[src/rtl/wos_pkg.sv]
// Shared definitions for the weighted-order-statistics command controller.
// Contents: opcode byte values, FSM state encoding (drives the LED state
// output), sticky error codes, acknowledge-byte prefixes and the helper that
// sizes the mask load in bytes.
package wos_pkg;

    localparam logic [7:0] OP_PARAM = 8'h01;
    localparam logic [7:0] OP_MASK  = 8'h02;
    localparam logic [7:0] OP_IMAGE = 8'h03;
    localparam logic [7:0] OP_RUN   = 8'h04;
    localparam logic [7:0] OP_READ  = 8'h05;

    localparam logic [7:0] ACK_OK  = 8'hA0;
    localparam logic [7:0] ACK_ERR = 8'hE0;

    localparam logic [2:0] ERR_NONE   = 3'd0;
    localparam logic [2:0] ERR_OPCODE = 3'd1;
    localparam logic [2:0] ERR_PARAM  = 3'd2;
    localparam logic [2:0] ERR_DROP   = 3'd3;
    localparam logic [2:0] ERR_NORUN  = 3'd4;

    typedef enum logic [3:0] {
        S_IDLE    = 4'd0,
        S_PARAM   = 4'd1,
        S_MASK    = 4'd2,
        S_IMAGE   = 4'd3,
        S_RUN     = 4'd4,
        S_RD_ADDR = 4'd5,
        S_RD_WAIT = 4'd6,
        S_RD_SEND = 4'd7,
        S_ACK     = 4'd8
    } wos_state_e;

    // Number of bytes needed to carry a mask of the given bit count.
    function automatic int mask_bytes(input int bits);
        return (bits + 7) / 8;
    endfunction

endpackage

[src/rtl/wos_cmd_ctrl_if.sv]
// Host-side bus of the command controller.
// master: the controller (consumes rx stream, RAM read data, tx_ready and
//         kernel_done; drives tx stream, kernel parameters, mask, RAM
//         address/write strobe, run, err and state).
// slave:  the surrounding system (UART wrappers, RAMs, address handler).
interface wos_cmd_ctrl_if #(
    parameter int DATA_BITS = 8,
    parameter int MAX_N     = 3,
    parameter int ADDR_BITS = 9
);
    localparam int MASK_BITS = MAX_N * MAX_N;

    logic                 rx_valid;
    logic [7:0]           rx_data;
    logic                 tx_valid;
    logic                 tx_ready;
    logic [7:0]           tx_data;
    logic [DATA_BITS-1:0] n;
    logic [DATA_BITS-1:0] h;
    logic [DATA_BITS-1:0] w;
    logic [DATA_BITS-1:0] r;
    logic [MASK_BITS-1:0] mask;
    logic [ADDR_BITS-1:0] mem_addr;
    logic                 in_w_en;
    logic [DATA_BITS-1:0] out_rd_data;
    logic                 run;
    logic                 kernel_done;
    logic [2:0]           err;
    logic [3:0]           state;

    modport master (
        input  rx_valid, rx_data, tx_ready, out_rd_data, kernel_done,
        output tx_valid, tx_data, n, h, w, r, mask, mem_addr, in_w_en,
               run, err, state
    );

    modport slave (
        output rx_valid, rx_data, tx_ready, out_rd_data, kernel_done,
        input  tx_valid, tx_data, n, h, w, r, mask, mem_addr, in_w_en,
               run, err, state
    );
endinterface

[src/rtl/wos_byte_counter.sv]
// Byte counter shared by the PARAM, MASK, IMAGE and READ phases.
// Ports: clk, rst (sync, active-high); clr_i clears (wins over inc_i);
// inc_i advances by one; term_i terminal count; cnt_o current count;
// done_o = (cnt == term); last_o = (cnt + 1 == term), i.e. the byte being
// accepted now is the final one.
module wos_byte_counter #(
    parameter int W = 10
) (
    input  logic         clk,
    input  logic         rst,
    input  logic         clr_i,
    input  logic         inc_i,
    input  logic [W-1:0] term_i,
    output logic [W-1:0] cnt_o,
    output logic         done_o,
    output logic         last_o
);
    logic [W-1:0] cnt_q;
    logic [W-1:0] cnt_d;

    // Next count: clear has priority over increment.
    always_comb begin
        cnt_d = cnt_q;
        if (clr_i) begin
            cnt_d = {W{1'b0}};
        end else if (inc_i) begin
            cnt_d = cnt_q + W'(1);
        end else begin
            cnt_d = cnt_q;
        end
    end

    // Count register.
    always_ff @(posedge clk) begin
        if (rst) begin
            cnt_q <= {W{1'b0}};
        end else begin
            cnt_q <= cnt_d;
        end
    end

    assign cnt_o  = cnt_q;
    assign done_o = (cnt_q == term_i);
    assign last_o = ((cnt_q + W'(1)) == term_i);
endmodule

[src/rtl/wos_cmd_ctrl.sv]
// Host-side command controller for the weighted-order-statistics filter.
// Decodes an opcode-framed rx byte stream to load kernel parameters
// (validated, committed atomically), mask and image, runs the kernel and
// streams the output RAM back over a ready/valid tx port.
// Ports: clk, rst (sync, active-high), bus (wos_cmd_ctrl_if.master).
// Optional feature macro WOS_ACK_EN: when defined, each command completion
// sends one acknowledge byte (0xA0|opcode on success, 0xE0|err on failure)
// before returning to IDLE; when undefined, tx carries only READ data.
module wos_cmd_ctrl
    import wos_pkg::*;
#(
    parameter int DATA_BITS = 8,
    parameter int MAX_N     = 3,
    parameter int ADDR_BITS = 9
) (
    input  logic                  clk,
    input  logic                  rst,
    wos_cmd_ctrl_if.master        bus
);
    localparam int MASK_BITS  = MAX_N * MAX_N;
    localparam int MASK_BYTES = mask_bytes(MASK_BITS);
    localparam int CW         = ADDR_BITS + 1;
    localparam int PW         = 2 * DATA_BITS;
    localparam logic [32:0] DEPTH = 33'(1) << ADDR_BITS;

`ifdef WOS_ACK_EN
    localparam wos_state_e DONE_ST = S_ACK;
`else
    localparam wos_state_e DONE_ST = S_IDLE;
`endif

    wos_state_e state_q, state_d;
    logic [DATA_BITS-1:0] n_q, h_q, w_q, r_q, n_d, h_d, w_d, r_d;
    logic [DATA_BITS-1:0] sh_n_q, sh_h_q, sh_w_q, sh_n_d, sh_h_d, sh_w_d;
    logic [MASK_BITS-1:0] mask_q, mask_d;
    logic [2:0]           err_q, err_d;
    logic                 param_ok_q, param_ok_d;
    logic                 tx_valid_q, tx_valid_d;
    logic [7:0]           tx_data_q, tx_data_d;

    logic [CW-1:0]        cnt_s, term_s;
    logic                 cnt_clr_s, cnt_inc_s, cnt_done_s, cnt_last_s;
    logic                 in_w_en_s, tx_fire_s, param_valid_s;
    logic [DATA_BITS-1:0] rx_byte_s;
    logic [PW-1:0]        hw_s, sh_hw_s, nn_s;

    assign rx_byte_s = DATA_BITS'(bus.rx_data);
    assign tx_fire_s = tx_valid_q & bus.tx_ready;
    assign hw_s      = {{DATA_BITS{1'b0}}, h_q} * {{DATA_BITS{1'b0}}, w_q};
    assign sh_hw_s   = {{DATA_BITS{1'b0}}, sh_h_q} * {{DATA_BITS{1'b0}}, sh_w_q};
    assign nn_s      = {{DATA_BITS{1'b0}}, sh_n_q} * {{DATA_BITS{1'b0}}, sh_n_q};

    // The 4th PARAM byte (r) is still on rx_data when the set is judged.
    assign param_valid_s = sh_n_q[0]
                         && (sh_n_q <= DATA_BITS'(MAX_N))
                         && (sh_hw_s != {PW{1'b0}})
                         && (33'(sh_hw_s) <= DEPTH)
                         && (rx_byte_s != {DATA_BITS{1'b0}})
                         && ({{DATA_BITS{1'b0}}, rx_byte_s} <= nn_s);

    // Terminal count for the active phase; committed h*w always fits CW bits.
    always_comb begin
        case (state_q)
            S_PARAM: term_s = CW'(4);
            S_MASK:  term_s = CW'(MASK_BYTES);
            default: term_s = CW'(hw_s);
        endcase
    end

    wos_byte_counter #(.W(CW)) u_cnt (
        .clk    (clk),
        .rst    (rst),
        .clr_i  (cnt_clr_s),
        .inc_i  (cnt_inc_s),
        .term_i (term_s),
        .cnt_o  (cnt_s),
        .done_o (cnt_done_s),
        .last_o (cnt_last_s)
    );

`ifdef WOS_ACK_EN
    logic [7:0] ack_byte_s;

    // Acknowledge byte for the command completing in the current cycle.
    always_comb begin
        case (state_q)
            S_IDLE:    ack_byte_s = ACK_ERR | {5'd0, ERR_NORUN};
            S_PARAM:   ack_byte_s = param_valid_s ? (ACK_OK | OP_PARAM)
                                                  : (ACK_ERR | {5'd0, ERR_PARAM});
            S_MASK:    ack_byte_s = ACK_OK | OP_MASK;
            S_IMAGE:   ack_byte_s = ACK_OK | OP_IMAGE;
            S_RUN:     ack_byte_s = ACK_OK | OP_RUN;
            S_RD_ADDR: ack_byte_s = ACK_OK | OP_READ;
            default:   ack_byte_s = 8'h00;
        endcase
    end
`endif

    // FSM state register.
    always_ff @(posedge clk) begin
        if (rst) begin
            state_q <= S_IDLE;
        end else begin
            state_q <= state_d;
        end
    end

    // FSM next-state logic.
    always_comb begin
        state_d = state_q;
        case (state_q)
            S_IDLE: begin
                if (bus.rx_valid) begin
                    case (bus.rx_data)
                        OP_PARAM: state_d = S_PARAM;
                        OP_MASK:  state_d = S_MASK;
                        OP_IMAGE: state_d = S_IMAGE;
                        OP_RUN:   state_d = param_ok_q ? S_RUN : DONE_ST;
                        OP_READ:  state_d = S_RD_ADDR;
                        default:  state_d = S_IDLE;
                    endcase
                end else begin
                    state_d = S_IDLE;
                end
            end
            S_PARAM, S_MASK: begin
                if (bus.rx_valid && cnt_last_s) state_d = DONE_ST;
                else                            state_d = state_q;
            end
            S_IMAGE: begin
                // done covers an empty (h*w == 0) image.
                if (cnt_done_s || (bus.rx_valid && cnt_last_s)) state_d = DONE_ST;
                else                                             state_d = S_IMAGE;
            end
            S_RUN: begin
                if (bus.kernel_done) state_d = DONE_ST;
                else                 state_d = S_RUN;
            end
            S_RD_ADDR: begin
                if (cnt_done_s) state_d = DONE_ST;
                else            state_d = S_RD_WAIT;
            end
            S_RD_WAIT: state_d = S_RD_SEND;
            S_RD_SEND: begin
                if (tx_fire_s) state_d = S_RD_ADDR;
                else           state_d = S_RD_SEND;
            end
`ifdef WOS_ACK_EN
            S_ACK: begin
                if (tx_fire_s) state_d = S_IDLE;
                else           state_d = S_ACK;
            end
`endif
            default: state_d = S_IDLE;
        endcase
    end

    // FSM output and datapath next-value logic.
    always_comb begin
        n_d = n_q;  h_d = h_q;  w_d = w_q;  r_d = r_q;
        sh_n_d = sh_n_q;  sh_h_d = sh_h_q;  sh_w_d = sh_w_q;
        mask_d     = mask_q;
        err_d      = err_q;
        param_ok_d = param_ok_q;
        tx_valid_d = tx_valid_q;
        tx_data_d  = tx_data_q;
        cnt_clr_s  = (state_q == S_IDLE);
        cnt_inc_s  = 1'b0;
        in_w_en_s  = 1'b0;
        case (state_q)
            S_IDLE: begin
                if (bus.rx_valid) begin
                    case (bus.rx_data)
                        OP_PARAM, OP_MASK, OP_IMAGE, OP_READ: err_d = err_q;
                        OP_RUN:  err_d = param_ok_q ? err_q : ERR_NORUN;
                        default: err_d = ERR_OPCODE;
                    endcase
                end else begin
                    err_d = err_q;
                end
            end
            S_PARAM: begin
                if (bus.rx_valid) begin
                    cnt_inc_s = 1'b1;
                    case (cnt_s[1:0])
                        2'd0: sh_n_d = rx_byte_s;
                        2'd1: sh_h_d = rx_byte_s;
                        2'd2: sh_w_d = rx_byte_s;
                        default: begin
                            if (param_valid_s) begin
                                n_d = sh_n_q;  h_d = sh_h_q;  w_d = sh_w_q;
                                r_d = rx_byte_s;
                                err_d      = ERR_NONE;
                                param_ok_d = 1'b1;
                            end else begin
                                err_d = ERR_PARAM;
                            end
                        end
                    endcase
                end else begin
                    cnt_inc_s = 1'b0;
                end
            end
            S_MASK: begin
                if (bus.rx_valid) begin
                    cnt_inc_s = 1'b1;
                    for (int i = 0; i < MASK_BITS; i++) begin
                        if (cnt_s == CW'(i / 8)) mask_d[i] = bus.rx_data[i % 8];
                        else                     mask_d[i] = mask_q[i];
                    end
                end else begin
                    cnt_inc_s = 1'b0;
                end
            end
            S_IMAGE: begin
                in_w_en_s = bus.rx_valid & ~cnt_done_s;
                cnt_inc_s = bus.rx_valid & ~cnt_done_s;
            end
            S_RUN, S_RD_ADDR: begin
                if (bus.rx_valid) err_d = ERR_DROP;
                else              err_d = err_q;
            end
            S_RD_WAIT: begin
                // RAM data for the address shown in RD_ADDR is valid now.
                tx_data_d  = 8'(bus.out_rd_data);
                tx_valid_d = 1'b1;
                if (bus.rx_valid) err_d = ERR_DROP;
                else              err_d = err_q;
            end
            S_RD_SEND, S_ACK: begin
                if (tx_fire_s) begin
                    tx_valid_d = 1'b0;
                    cnt_inc_s  = (state_q == S_RD_SEND);
                end else begin
                    tx_valid_d = 1'b1;
                end
                if (bus.rx_valid) err_d = ERR_DROP;
                else              err_d = err_q;
            end
            default: cnt_clr_s = 1'b1;
        endcase
`ifdef WOS_ACK_EN
        if ((state_d == S_ACK) && (state_q != S_ACK)) begin
            tx_valid_d = 1'b1;
            tx_data_d  = ack_byte_s;
        end else begin
            tx_data_d = tx_data_d;
        end
`endif
    end

    // Datapath registers.
    always_ff @(posedge clk) begin
        if (rst) begin
            n_q <= DATA_BITS'(3);
            h_q <= {DATA_BITS{1'b0}};
            w_q <= {DATA_BITS{1'b0}};
            r_q <= {DATA_BITS{1'b0}};
            sh_n_q <= {DATA_BITS{1'b0}};
            sh_h_q <= {DATA_BITS{1'b0}};
            sh_w_q <= {DATA_BITS{1'b0}};
            mask_q     <= {MASK_BITS{1'b1}};
            err_q      <= ERR_NONE;
            param_ok_q <= 1'b0;
            tx_valid_q <= 1'b0;
            tx_data_q  <= 8'h00;
        end else begin
            n_q <= n_d;  h_q <= h_d;  w_q <= w_d;  r_q <= r_d;
            sh_n_q <= sh_n_d;  sh_h_q <= sh_h_d;  sh_w_q <= sh_w_d;
            mask_q     <= mask_d;
            err_q      <= err_d;
            param_ok_q <= param_ok_d;
            tx_valid_q <= tx_valid_d;
            tx_data_q  <= tx_data_d;
        end
    end

    assign bus.n        = n_q;
    assign bus.h        = h_q;
    assign bus.w        = w_q;
    assign bus.r        = r_q;
    assign bus.mask     = mask_q;
    assign bus.err      = err_q;
    assign bus.tx_valid = tx_valid_q;
    assign bus.tx_data  = tx_data_q;
    assign bus.mem_addr = cnt_s[ADDR_BITS-1:0];
    assign bus.in_w_en  = in_w_en_s;
    assign bus.state    = state_q;
    // run must fall in the reset cycle itself, not one cycle later.
    assign bus.run      = (state_q == S_RUN) & ~rst;
endmodule

[src/flat_wrapper.sv]
// flat-port wrapper written by rule: the top's interface ports become plain ports
module wos_cmd_ctrl_flat import wos_pkg::*;
#(
    parameter int DATA_BITS = 8,
    parameter int MAX_N     = 3,
    parameter int ADDR_BITS = 9
)
  (clk, rst, bus_rx_valid, bus_rx_data, bus_tx_ready, bus_out_rd_data, bus_kernel_done, bus_tx_valid, bus_tx_data, bus_n, bus_h, bus_w, bus_r, bus_mask, bus_mem_addr, bus_in_w_en, bus_run, bus_err, bus_state);
  wos_cmd_ctrl_if #(.DATA_BITS(DATA_BITS), .MAX_N(MAX_N), .ADDR_BITS(ADDR_BITS)) bus_i ();
  input  logic clk;
  input  logic rst;
  input wire logic [$bits(bus_i.rx_valid)-1:0] bus_rx_valid;
  input wire logic [$bits(bus_i.rx_data)-1:0] bus_rx_data;
  input wire logic [$bits(bus_i.tx_ready)-1:0] bus_tx_ready;
  input wire logic [$bits(bus_i.out_rd_data)-1:0] bus_out_rd_data;
  input wire logic [$bits(bus_i.kernel_done)-1:0] bus_kernel_done;
  output wire logic [$bits(bus_i.tx_valid)-1:0] bus_tx_valid;
  output wire logic [$bits(bus_i.tx_data)-1:0] bus_tx_data;
  output wire logic [$bits(bus_i.n)-1:0] bus_n;
  output wire logic [$bits(bus_i.h)-1:0] bus_h;
  output wire logic [$bits(bus_i.w)-1:0] bus_w;
  output wire logic [$bits(bus_i.r)-1:0] bus_r;
  output wire logic [$bits(bus_i.mask)-1:0] bus_mask;
  output wire logic [$bits(bus_i.mem_addr)-1:0] bus_mem_addr;
  output wire logic [$bits(bus_i.in_w_en)-1:0] bus_in_w_en;
  output wire logic [$bits(bus_i.run)-1:0] bus_run;
  output wire logic [$bits(bus_i.err)-1:0] bus_err;
  output wire logic [$bits(bus_i.state)-1:0] bus_state;
  assign bus_i.rx_valid = bus_rx_valid;
  assign bus_i.rx_data = bus_rx_data;
  assign bus_i.tx_ready = bus_tx_ready;
  assign bus_i.out_rd_data = bus_out_rd_data;
  assign bus_i.kernel_done = bus_kernel_done;
  assign bus_tx_valid = bus_i.tx_valid;
  assign bus_tx_data = bus_i.tx_data;
  assign bus_n = bus_i.n;
  assign bus_h = bus_i.h;
  assign bus_w = bus_i.w;
  assign bus_r = bus_i.r;
  assign bus_mask = bus_i.mask;
  assign bus_mem_addr = bus_i.mem_addr;
  assign bus_in_w_en = bus_i.in_w_en;
  assign bus_run = bus_i.run;
  assign bus_err = bus_i.err;
  assign bus_state = bus_i.state;
  wos_cmd_ctrl #(.DATA_BITS(DATA_BITS), .MAX_N(MAX_N), .ADDR_BITS(ADDR_BITS)) u_core (.clk(clk), .rst(rst), .bus(bus_i));
endmodule
[config.mk]
export PLATFORM = sky130hd
export DESIGN_NAME = wos_cmd_ctrl_flat
export DESIGN_NICKNAME = d
export VERILOG_FILES = /design/src/rtl/wos_pkg.sv /design/src/rtl/wos_cmd_ctrl_if.sv /design/src/rtl/wos_byte_counter.sv /design/src/rtl/wos_cmd_ctrl.sv /design/src/flat_wrapper.sv
export SDC_FILE = /design/constraint.sdc
export NUM_CORES = 1
export LEC_CHECK = 0
export BUFFER_PORTS_ARGS = -buffer_cell sky130_fd_sc_hd__clkbuf_2
export CORE_AREA = 2 2 105 147
export DETAILED_ROUTE_END_ITERATION = 6
export DIE_AREA = 0 0 107 149
export GPL_ROUTABILITY_DRIVEN = 0
export PLACE_DENSITY_LB_ADDON = 0.25
export SYNTH_ARGS = -nofsm -noshare
export SYNTH_HDL_FRONTEND = slang
export SYNTH_SLANG_ARGS = --single-unit
[constraint.sdc]
create_clock -name clk -period 16 [get_ports clk]
set_clock_uncertainty 0.2 [all_clocks]
set_input_delay 0.8 -clock clk [delete_from_list [all_inputs] [get_ports clk]]
set_output_delay 0.8 -clock clk [all_outputs]
set_load 0.03 [all_outputs]
Yosys cells after proc, flatten, opt, wreduce, memory -nomap -nowiden:

Index checks and enable logic that the tools add are counted.

* equality and inequality tests: 25
* mux-type cells: 24
* reductions and logical operators: 28
* $mul: 3
* order comparisons: 3
* bitwise logic cells: 7
* add/subtract/negate cells: 1

Operators by type and width (count)
* 8-bit by 8-bit multiplier with 16-bit output: 2
* 4-bit one-hot mux with 7 select lines: 1
* 3-bit 2-to-1 mux: 8
* 10-bit == test: 2
* 10-bit one-hot mux with 2 select lines: 1
* 4-bit one-hot mux with 5 select lines: 1
* 4-bit by 3-bit == test with 1-bit output, second input constant: 4
* 8-bit by 2-bit == test with 1-bit output, second input constant: 2
* 8-bit by 3-bit == test with 1-bit output, second input constant: 2
* 16-bit by 10-bit <= comparator with 1-bit output, second input constant: 1
* 8-bit by 16-bit <= comparator with 1-bit output: 1
* 16-bit nonzero test: 1
* 3-bit AND reduction: 5
* 10-bit by 1-bit adder with 10-bit output, second input constant: 1
* 10-bit by 1-bit == test with 1-bit output, second input constant: 1
* 10-bit logical NOT: 1
* 8-bit by 8-bit multiplier with 10-bit output: 1
* 3-bit one-hot mux with 3 select lines: 1
* 4-bit by 2-bit == test with 1-bit output, second input constant: 2
* 8-bit by 1-bit == test with 1-bit output, second input constant: 1
* 8-bit by 2-bit <= comparator with 1-bit output, second input constant: 1
* 4-bit 2-to-1 mux: 2
* 2-bit != test, second input constant: 4
* 8-bit nonzero test: 1
* other kinds (26): 44

* bits of input ports: 21
* flip-flop bits (word level): 92
* output and inout port bits: 68

Logic depth before layout (Yosys ltp):

Gate-level depths: netlist of the first run.

* depth in word-level cells: 10
* depth in mapped cells: 26
* gate-level depth less buffers: 23

Modules after synthesis:

From an unflattened synthesis of the first run, not the netlist that was laid out.

* cells, all modules: 1135
* area, all modules: 9499.1 um2

By module, submodules not included
* wos_cmd_ctrl: area an instance 8663.3 um2, seq. area each 1621.6 um2, cells each 1032, times used 1
* wos_byte_counter: area an instance 835.8 um2, seq. area each 200.2 um2, cells each 103, times used 1

Worst setup path before layout of the first run:

OpenSTA, ideal clock, no wires.

* path kind: register to output
* start point: reg u_core.h_q[0], in the netlist u_core.bus.h[0]
* end point: out bus_in_w_en
* path slack: 9.899 ns
* required time: 15.000 ns
* arrival time: 5.101 ns
* cell stages (with the launch flop): 18
* buffers on the path: 2
* cell sequence: dfxtp_1 > clkbuf_1 > and2_1 > fa_1 > fa_1 > fa_1 > inv_1 > fa_1 > inv_1 > ha_1 > a21o_1 > a21oi_1 > xor2_1 > or3_1 > nand4_1 > buf_4 > nand2_1 > nor3_1

* longest elaborated chain between the ends: 6

Ends and longest elaborated chain
* start: declaration: RTL line wos_cmd_ctrl.sv:33 `logic [DATA_BITS-1:0] n_q, h_q, w_q, r_q, n_d, h_d, w_d, r_d;`
* start signal: assignment: RTL line wos_cmd_ctrl.sv:256 `h_q <= {DATA_BITS{1'b0}};`
* 8-bit by 8-bit multiplier with 10-bit output: RTL line wos_cmd_ctrl.sv:49 `assign hw_s = {{DATA_BITS{1'b0}}, h_q} * {{DATA_BITS{1'b0}}, w_q};`
* 10-bit one-hot mux with 2 select lines: RTL line wos_cmd_ctrl.sv:63 `case (state_q)`
* 10-bit == test: RTL line wos_byte_counter.sv:43 `assign done_o = (cnt_q == term_i);`
* 1-bit inverter: RTL line wos_cmd_ctrl.sv:216 `in_w_en_s = bus.rx_valid & ~cnt_done_s;`
* 1-bit AND: RTL line wos_cmd_ctrl.sv:216
* 1-bit 2-to-1 mux: RTL line wos_cmd_ctrl.sv:170 `case (state_q)`
* end: declaration: RTL line flat_wrapper.sv:25 `output wire logic [$bits(bus_i.in_w_en)-1:0] bus_in_w_en;`

Every way passes these cells.

Worst setup path after layout of the first run:

Ends and elaborated chain as after synthesis.

==> flow_metrics.env, run 1 <==
export IMPL_first_iter_violations=415
export IMPL_syn2layout_area_growth_pct=6.51
export IMPL_power_switching_uw=114
export IMPL_multi_input_area_um2=6760
export IMPL_use_met2=0.526
export IMPL_synth_cell_type_count=61
export IMPL_wl_per_cell_um=16.2
export IMPL_p_leak_uw=0.00476
export IMPL_yosys_warnings=0
export IMPL_clkPwrFrac=0.461
export IMPL_ys_flop_type="dfxtp_1"
export IMPL_crit_chain="and2_1 > fa_1 > fa_1 > fa_1 > inv_1 > fa_1 > inv_1 > ha_1 > a21o_1 > a21oi_1 > xor2_1 > or3_1 > nand4_1 > nand2_1 > nor3_1 > clkbuf_2"
export IMPL_core_area_um2=14800
export IMPL_slew_headroom=0.370
export IMPL_cp_end_kind="output pin"
export IMPL_fillers=1256
export IMPL_startpoint_type="flip-flop"
export IMPL_slew_viol_final=0
export IMPL_crit_path_max_incr_delay_ns=0.57
export IMPL_drc=0
export IMPL_async_reset_ff_frac=0
export IMPL_arrival_ns=5.30
export IMPL_hold_class="flip-flop to flip-flop"
export IMPL_vias=7833
export IMPL_ctsLongestPathBuffers=2
export IMPL_worstPathRequired_ns=15.00
export IMPL_instances_no_fill=1363
export IMPL_powerDensity_nw_per_um2=45.1
export IMPL_grt_antenna_before_repair=0
export IMPL_critPathMaxFanout=13
export IMPL_grt_util_met1=0.341
export IMPL_finalSetupViolations=0
export IMPL_seq_area_um2=1820
export IMPL_ant_nets=0
export IMPL_cts_sinks=91
export IMPL_dp_hpwl_um=16900
export IMPL_p_comb_frac=0.040
export IMPL_layout_drive_gt1_share=0.102
export IMPL_criticalPathCategory="flip-flop to output pin"
export IMPL_grt_pass1_wl_um=36900
export IMPL_clock_latency_ns=0.35
export IMPL_yosysSeqAreaShare=0.192
export IMPL_seqPwrFrac=0.498
export IMPL_nets=1365
export IMPL_grt_max_degree=79
export IMPL_synth_area_per_cell_um2=8.38
export IMPL_cts_setup_buffers=0
export IMPL_h_tree_depth=3
export IMPL_cts_hold_buf=0
export IMPL_cp_num_buf_inv=3
export IMPL_grt_busiest_layer="met2"
export IMPL_grt_usage=0.287
export IMPL_io_pins=89
export IMPL_peakVddDrop_uv=47.1
export IMPL_synth_area_um2=9490
export IMPL_clkTransAtPathRegs_ns=0.07
export IMPL_n_antenna_cell=0
export IMPL_cts_resized=0
export IMPL_rows=53
export IMPL_rsz0062_at_grt="no"
export IMPL_clock_fmax_mhz=159
export IMPL_die_area_um2=15900
export IMPL_synth_edf_count=0
export IMPL_setup_tns_ns=0
export IMPL_io_buffers=87
export IMPL_cpMaxStageDelayCell="dfxtp_1"
export IMPL_start_util=0.642
export IMPL_finalHoldViolCount=0
export IMPL_netSwitchingFraction=0.251
export IMPL_fp_dieW_um=107
export IMPL_p_int_uw=342
export IMPL_crit_family="adder cells"
export IMPL_post_drt_via_cell_ratio=5.75
export IMPL_crit_top_cell="fa_1"
export IMPL_overflow=0
export IMPL_root_buffer="clkbuf_16"
export IMPL_synth_seq_cells=91
export IMPL_status="finished, final reports clean"
export IMPL_die_h_um=149
export IMPL_numCtsBuffers=9
export IMPL_grt_pass1_vias=7868
export IMPL_met3_usage=0.0332
export IMPL_maxCapViolCount=0
export IMPL_dp_cells=1347
export IMPL_post_route_min_period_ns=6.30
export IMPL_cts_tree="built"
export IMPL_tightestPinTransition_ns=0.944
export IMPL_wirelength_um=22000
export IMPL_synthCells=1132
export IMPL_min_period_over_period=0.393
export IMPL_drt_pass1_iter_count=5
[worst paths after layout]
check	to	slack [ns]	cells past startpoint	from
setup / recovery	bus_in_w_en	9.70	16	u_core.bus.h[0]
hold / removal	u_core.bus.tx_data[2]	0.26	2	u_core.bus.tx_data[2]
setup reg to reg	u_core.bus.n[1]	9.85	24	u_core.sh_n_q[4]
hold reg to reg	u_core.bus.tx_data[2]	0.26	2	u_core.bus.tx_data[2]
[worst min-delay path, delay by kind of cell, from the launching register on]
family / cells / cell delay, ns
DFF: 1 / 0.31
and+or+nand+nor: 1 / 0.05
AOI/OAI and AO/OA: 1 / 0.05
[cells in the mapped netlist (18+ instances only)]
master,instances,area [um2]
xnor2_1,30,263
a21oi_1,65,325
mux2i_1,28,280
dfxtp_1,91,1820
ha_1,93,1160
nand2_1,113,424
xor2_1,28,245
fa_1,85,1700
nor2_1,75,282
inv_1,144,541
o21ai_0,18,90.1
clkbuf_1,37,139
nand3_1,44,220
and2_1,93,582
[kinds of logic (layout without fill, tap and decap cells)]
| group | Yosys count | in the layout | synth area share |
|---|---|---|---|
| compound gates | 161 | 161 | 0.111 |
| simple gates | 400 | 400 | 0.210 |
| fa+ha+maj | 178 | 178 | 0.302 |
| xor+xnor | 60 | 60 | 0.0583 |
| mux | 28 | 28 | 0.0295 |
| buf+inv | 212 | 250 | 0.0964 |
| other cells | 2 | 3 | 0.000791 |
| flops | 91 | 91 | 0.192 |
[cell type report]
cell class                 count  area share
inverter                     144      0.0535
clock buffer                   9      0.0223
multi-input combinational    830       0.669
timing repair buffer          90      0.0453
sequential                    91       0.180
clock inverter                 7     0.00644
tap                          192      0.0238
[stage by stage]
step | area (um2) | setup slack, ns | power, uW | utilization | hold WS [ns]
CTS | 10100 | 9.63 | 457 | 0.684 | 0.259
detailed placement | 9820 | 9.89 | 250 | 0.664 | 0.249
finish | 10100 | 9.70 | 456 | 0.684 | 0.258
global placement | 9820 | 9.96 | 250 | 0.664 | 0.244
floorplan | 9500 | 9.90 | 243 | - | 0.263
global route | 10100 | 9.37 | 469 | 0.684 | 0.272
[registers in the layout (all words and copies together) (netlist names), 3 cells and up]
signal              flops
u_core.bus.state        3
u_core.bus.w            8
u_core.u_cnt.cnt_o     10
u_core.sh_h_q           8
u_core.sh_w_q           8
u_core.bus.mask         9
u_core.bus.h            8
u_core.bus.n            8
u_core.bus.tx_data      8
u_core.bus.r            8
u_core.bus.err          3
u_core.sh_n_q           8
[per-layer routing]
metal	share of wire	vias up
met5	0	-
met4	0.031	0
met3	0.040	56
met2	0.53	207
met1	0.40	3828
li1	-	3742
[power groups by stage]
| stage | registers [uW] | logic (uW) | clock network [uW] |
|---|---|---|---|
| after floorplan | 233 | 10.4 | 0 |
| after global placement | 232 | 17.7 | 0 |
| after detailed placement | 232 | 17.9 | 0 |
| after CTS | 227 | 18.0 | 212 |
| after global routing | 227 | 19.8 | 222 |
| final | 227 | 18.3 | 210 |
[cells in the final DEF (no fill, tap or decap), types with 5 or more instances in the layout]
cell type  count
inv_1        144
nand2_1      113
and2_1        93
ha_1          93
dfxtp_1       91
clkbuf_2      87
fa_1          85
nor2_1        75
a21oi_1       65
nand3_1       44
xnor2_1       30
xor2_1        28
mux2i_1       28
o21ai_0       18
and3_1        15
a21o_1        13
nor3_1        12
nor4_1        12
nand2b_1      10
a211o_1       10
o211ai_1       9
clkbuf_16      9
nor2b_1        6
a211oi_1       5
nand4_1        5
Power figures use the tool's default switching activity.
==> inputs of run 2 (changes only) <==
--- a/config.mk
+++ b/config.mk
@@ -5,10 +5,11 @@
 export SDC_FILE = /design/constraint.sdc
 export NUM_CORES = 1
 export LEC_CHECK = 0
+export ABC_AREA = 1
 export BUFFER_PORTS_ARGS = -buffer_cell sky130_fd_sc_hd__clkbuf_2
-export CORE_AREA = 2 2 105 147
+export CORE_AREA = 2 2 119 167
 export DETAILED_ROUTE_END_ITERATION = 6
-export DIE_AREA = 0 0 107 149
+export DIE_AREA = 0 0 121 169
 export GPL_ROUTABILITY_DRIVEN = 0
 export PLACE_DENSITY_LB_ADDON = 0.25
 export SYNTH_ARGS = -nofsm -noshare
==> constraint.sdc (replaced) <==
create_clock -name clk -period 5.5 [get_ports clk]
set_clock_uncertainty 0.2 [all_clocks]
set_input_delay 0.275 -clock clk [delete_from_list [all_inputs] [get_ports clk]]
set_output_delay 0.275 -clock clk [all_outputs]
set_load 0.03 [all_outputs]
==> flow_metrics.env, run 2 <==
export IMPL_worst_hold_path_endpoint="u_core.bus.tx_valid"
export IMPL_synth_area_per_cell_um2=6.56
export IMPL_ys_flop_type="dfxtp_1"
export IMPL_largest_reg_flops=10
export IMPL_nets=1850
export IMPL_cts_tree="built"
export IMPL_dp_hpwl_um=20100
export IMPL_die_area_um2=20400
export IMPL_cts_sinks=91
export IMPL_grt_usage=0.249
export IMPL_synth_largest_area_cell="dfxtp_1"
export IMPL_grt_util_met1=0.293
export IMPL_rows=60
export IMPL_yosys_warnings=0
export IMPL_synth_area_leaders="dfxtp_1 (18%), fa_1 (16%), nand2_1 (15%)"
export IMPL_io_pins=89
export IMPL_overflow=0
export IMPL_yosysTopAreaCellShare=0.175
export IMPL_holdCritStartpoint="bus_tx_ready"
export IMPL_core_area_um2=19000
export IMPL_synth_edf_count=0
export IMPL_synthCells=1583
export IMPL_worstPathRequired_ns=5.54
export IMPL_vias=9678
export IMPL_fp_dieW_um=121
export IMPL_hold_class="input pin to flip-flop"
export IMPL_grt_busiest_layer="met2"
export IMPL_p_leak_uw=0.00677
export IMPL_critPathMaxFanout=10
export IMPL_use_met2=0.459
export IMPL_ctsLongestPathBuffers=2
export IMPL_setup_tns_ns=0
export IMPL_wl_per_cell_um=13.4
export IMPL_instances_no_fill=1904
export IMPL_drt_pass1_iter_count=5
export IMPL_ant_nets=0
export IMPL_grt_pass1_vias=9210
export IMPL_clock_fmax_mhz=190
export IMPL_startpoint_type="flip-flop"
export IMPL_grt_max_degree=77
export IMPL_first_iter_violations=546
export IMPL_start_util=0.547
export IMPL_numCtsBuffers=9
export IMPL_maxCapViolCount=0
export IMPL_async_reset_ff_frac=0
export IMPL_final_cell_mix="nand2_1 (415), inv_1 (402), nor2_1 (123)"
export IMPL_cp_end_kind="flip-flop"
export IMPL_finalPower_uw=1400
export IMPL_n_antenna_cell=0
export IMPL_clkTransAtPathRegs_ns=0.07
export IMPL_status="finished, final reports clean"
export IMPL_final_common_cell="nand2_1"
export IMPL_layout_drive_gt1_share=0.108
export IMPL_post_route_min_period_ns=5.27
export IMPL_synth_area_um2=10400
export IMPL_die_h_um=169
export IMPL_hold_depth=4
export IMPL_slew_headroom=0.256
export IMPL_min_period_over_period=0.958
export IMPL_reg2regPathDepth=27
export IMPL_slew_viol_final=0
export IMPL_grt_antenna_before_repair=0
export IMPL_drc=0
export IMPL_post_drt_via_cell_ratio=5.08
export IMPL_io_buffers=87
export IMPL_powerDensity_nw_per_um2=122
export IMPL_h_tree_depth=3
export IMPL_arrival_ns=5.30
export IMPL_r2r_end="u_core.bus.w[2]"
export IMPL_met3_usage=0.0273
export IMPL_r2r_slack_ns=0.23
export IMPL_wirelength_um=25600
export IMPL_crit_reg2reg_launch="u_core.sh_n_q[7]"
export IMPL_finalSetupViolations=0
export IMPL_yosysMostFrequentCell="nand2_1"
export IMPL_grt_pass1_wl_um=41800
export IMPL_synth_common_cells="nand2_1 (417), inv_1 (403), nor2_1 (125)"
export IMPL_synth_cell_type_count=39
export IMPL_dp_cells=1873
export IMPL_criticalPathCategory="flip-flop to flip-flop"
export IMPL_peakVddDrop_uv=153
export IMPL_syn2layout_area_growth_pct=10.7
export IMPL_synth_seq_cells=91
export IMPL_clock_latency_ns=0.35
export IMPL_root_buffer="clkbuf_16"
export IMPL_finalHoldViolCount=0
export IMPL_yosysSeqAreaShare=0.175
export IMPL_tightestPinTransition_ns=1.11
[run 2: cell types whose count changed after synthesis, sizes merged, moves of 16 or more]
| cell | delta |
|---|---|
| nand2 | +306 |
| inv | +260 |
| and2 | -93 |
| nor2 | +53 |
| nand4 | +41 |
| nand3 | +37 |
| mux2i | -27 |
| o21ai | +27 |
| xnor2 | -23 |
| and3 | -16 |
[run 2: how the worst max path moves through the flow]
stage,start,endpoint,slack (ns),cells past startpoint
6_report,u_core.sh_n_q[7],u_core.bus.w[2],0.23,27
4_1_cts,u_core.sh_n_q[5],u_core.bus.w[0],0.04,25
3_3_place_gp,u_core.sh_n_q[7],u_core.bus.w[4],0.11,27
5_1_grt,u_core.sh_h_q[2],u_core.bus.err[1],-0.02,22
3_5_place_dp,u_core.sh_n_q[7],u_core.bus.w[0],0.08,27
2_1_floorplan,u_core.sh_n_q[5],u_core.bus.r[5],0.56,26
[run 2: routing by layer]
layer | share of wire | up-vias
met5 | 0 | -
met4 | 0.028 | 0
met1 | 0.41 | 4519
li1 | - | 4867
met3 | 0.036 | 63
met2 | 0.53 | 229
[run 2: metrics by stage]
step | util | setup WS, ns | hold slack, ns | cell area [um2]
floorplan | - | 0.563 | 0.210 | 10400
global placement | 0.577 | 0.114 | 0.232 | 11000
detailed placement | 0.577 | 0.0754 | 0.242 | 11000
CTS | 0.598 | 0.0379 | 0.0420 | 11300
global route | 0.605 | -0.0212 | 0.0745 | 11500
finish | 0.605 | 0.233 | 0.0365 | 11500
[run 2: critical path, stage by stage, from the launching register on]
cell	delay [ns]
dfxtp_2	0.39
nand2_1	0.13
inv_1	0.07
fa_1	0.53
inv_1	0.06
fa_1	0.54
inv_1	0.06
fa_1	0.54
inv_1	0.06
fa_1	0.53
inv_1	0.04
ha_2	0.37
nand2_1	0.13
nor2_2	0.16
nand3_1	0.10
nand3_1	0.09
nand2_1	0.05
nand2_1	0.06
nand2_1	0.05
nor2_1	0.11
nand4_1	0.14
nand2_2	0.13
clkinvlp_4	0.12
buf_4	0.18
nand3_4	0.16
nand2_1	0.07
inv_1	0.05
nor2_1	0.03
[run 2: what timing repair did]
action	4_1_cts	5_1_grt
hold endpoints to repair	8	0
buffers inserted	0	4
gates resized for setup	0	32
hold buffers	8	0
endpoints found under the setup margin	0	35
[run 2: cell type report]
class                      instances  area, um2
fill                            1794       7500
multi-input combinational       1022       6760
sequential                        91       1850
inverter                         405       1520
timing repair buffer             122        738
tap                              248        310
clock buffer                       9        225
clock inverter                     7       88.8
[run 2: power by group]
group	switching, uW	leakage, uW	internal (uW)	total [uW]
registers	1.48	0.000744	660	661
logic	53.5	0.00588	25.3	78.8
clock network	298	0.000152	365	663
total	353	0.00677	1050	1400
[run 2: kinds of logic after synthesis]
kind of cell / Yosys count / synth area share
other cells: 2 / 0.000723
xor+xnor: 23 / 0.0194
flops: 91 / 0.175
buf+inv: 474 / 0.180
mux: 1 / 0.000964
compound gates: 121 / 0.0638
fa+ha+maj: 178 / 0.276
simple gates: 693 / 0.284
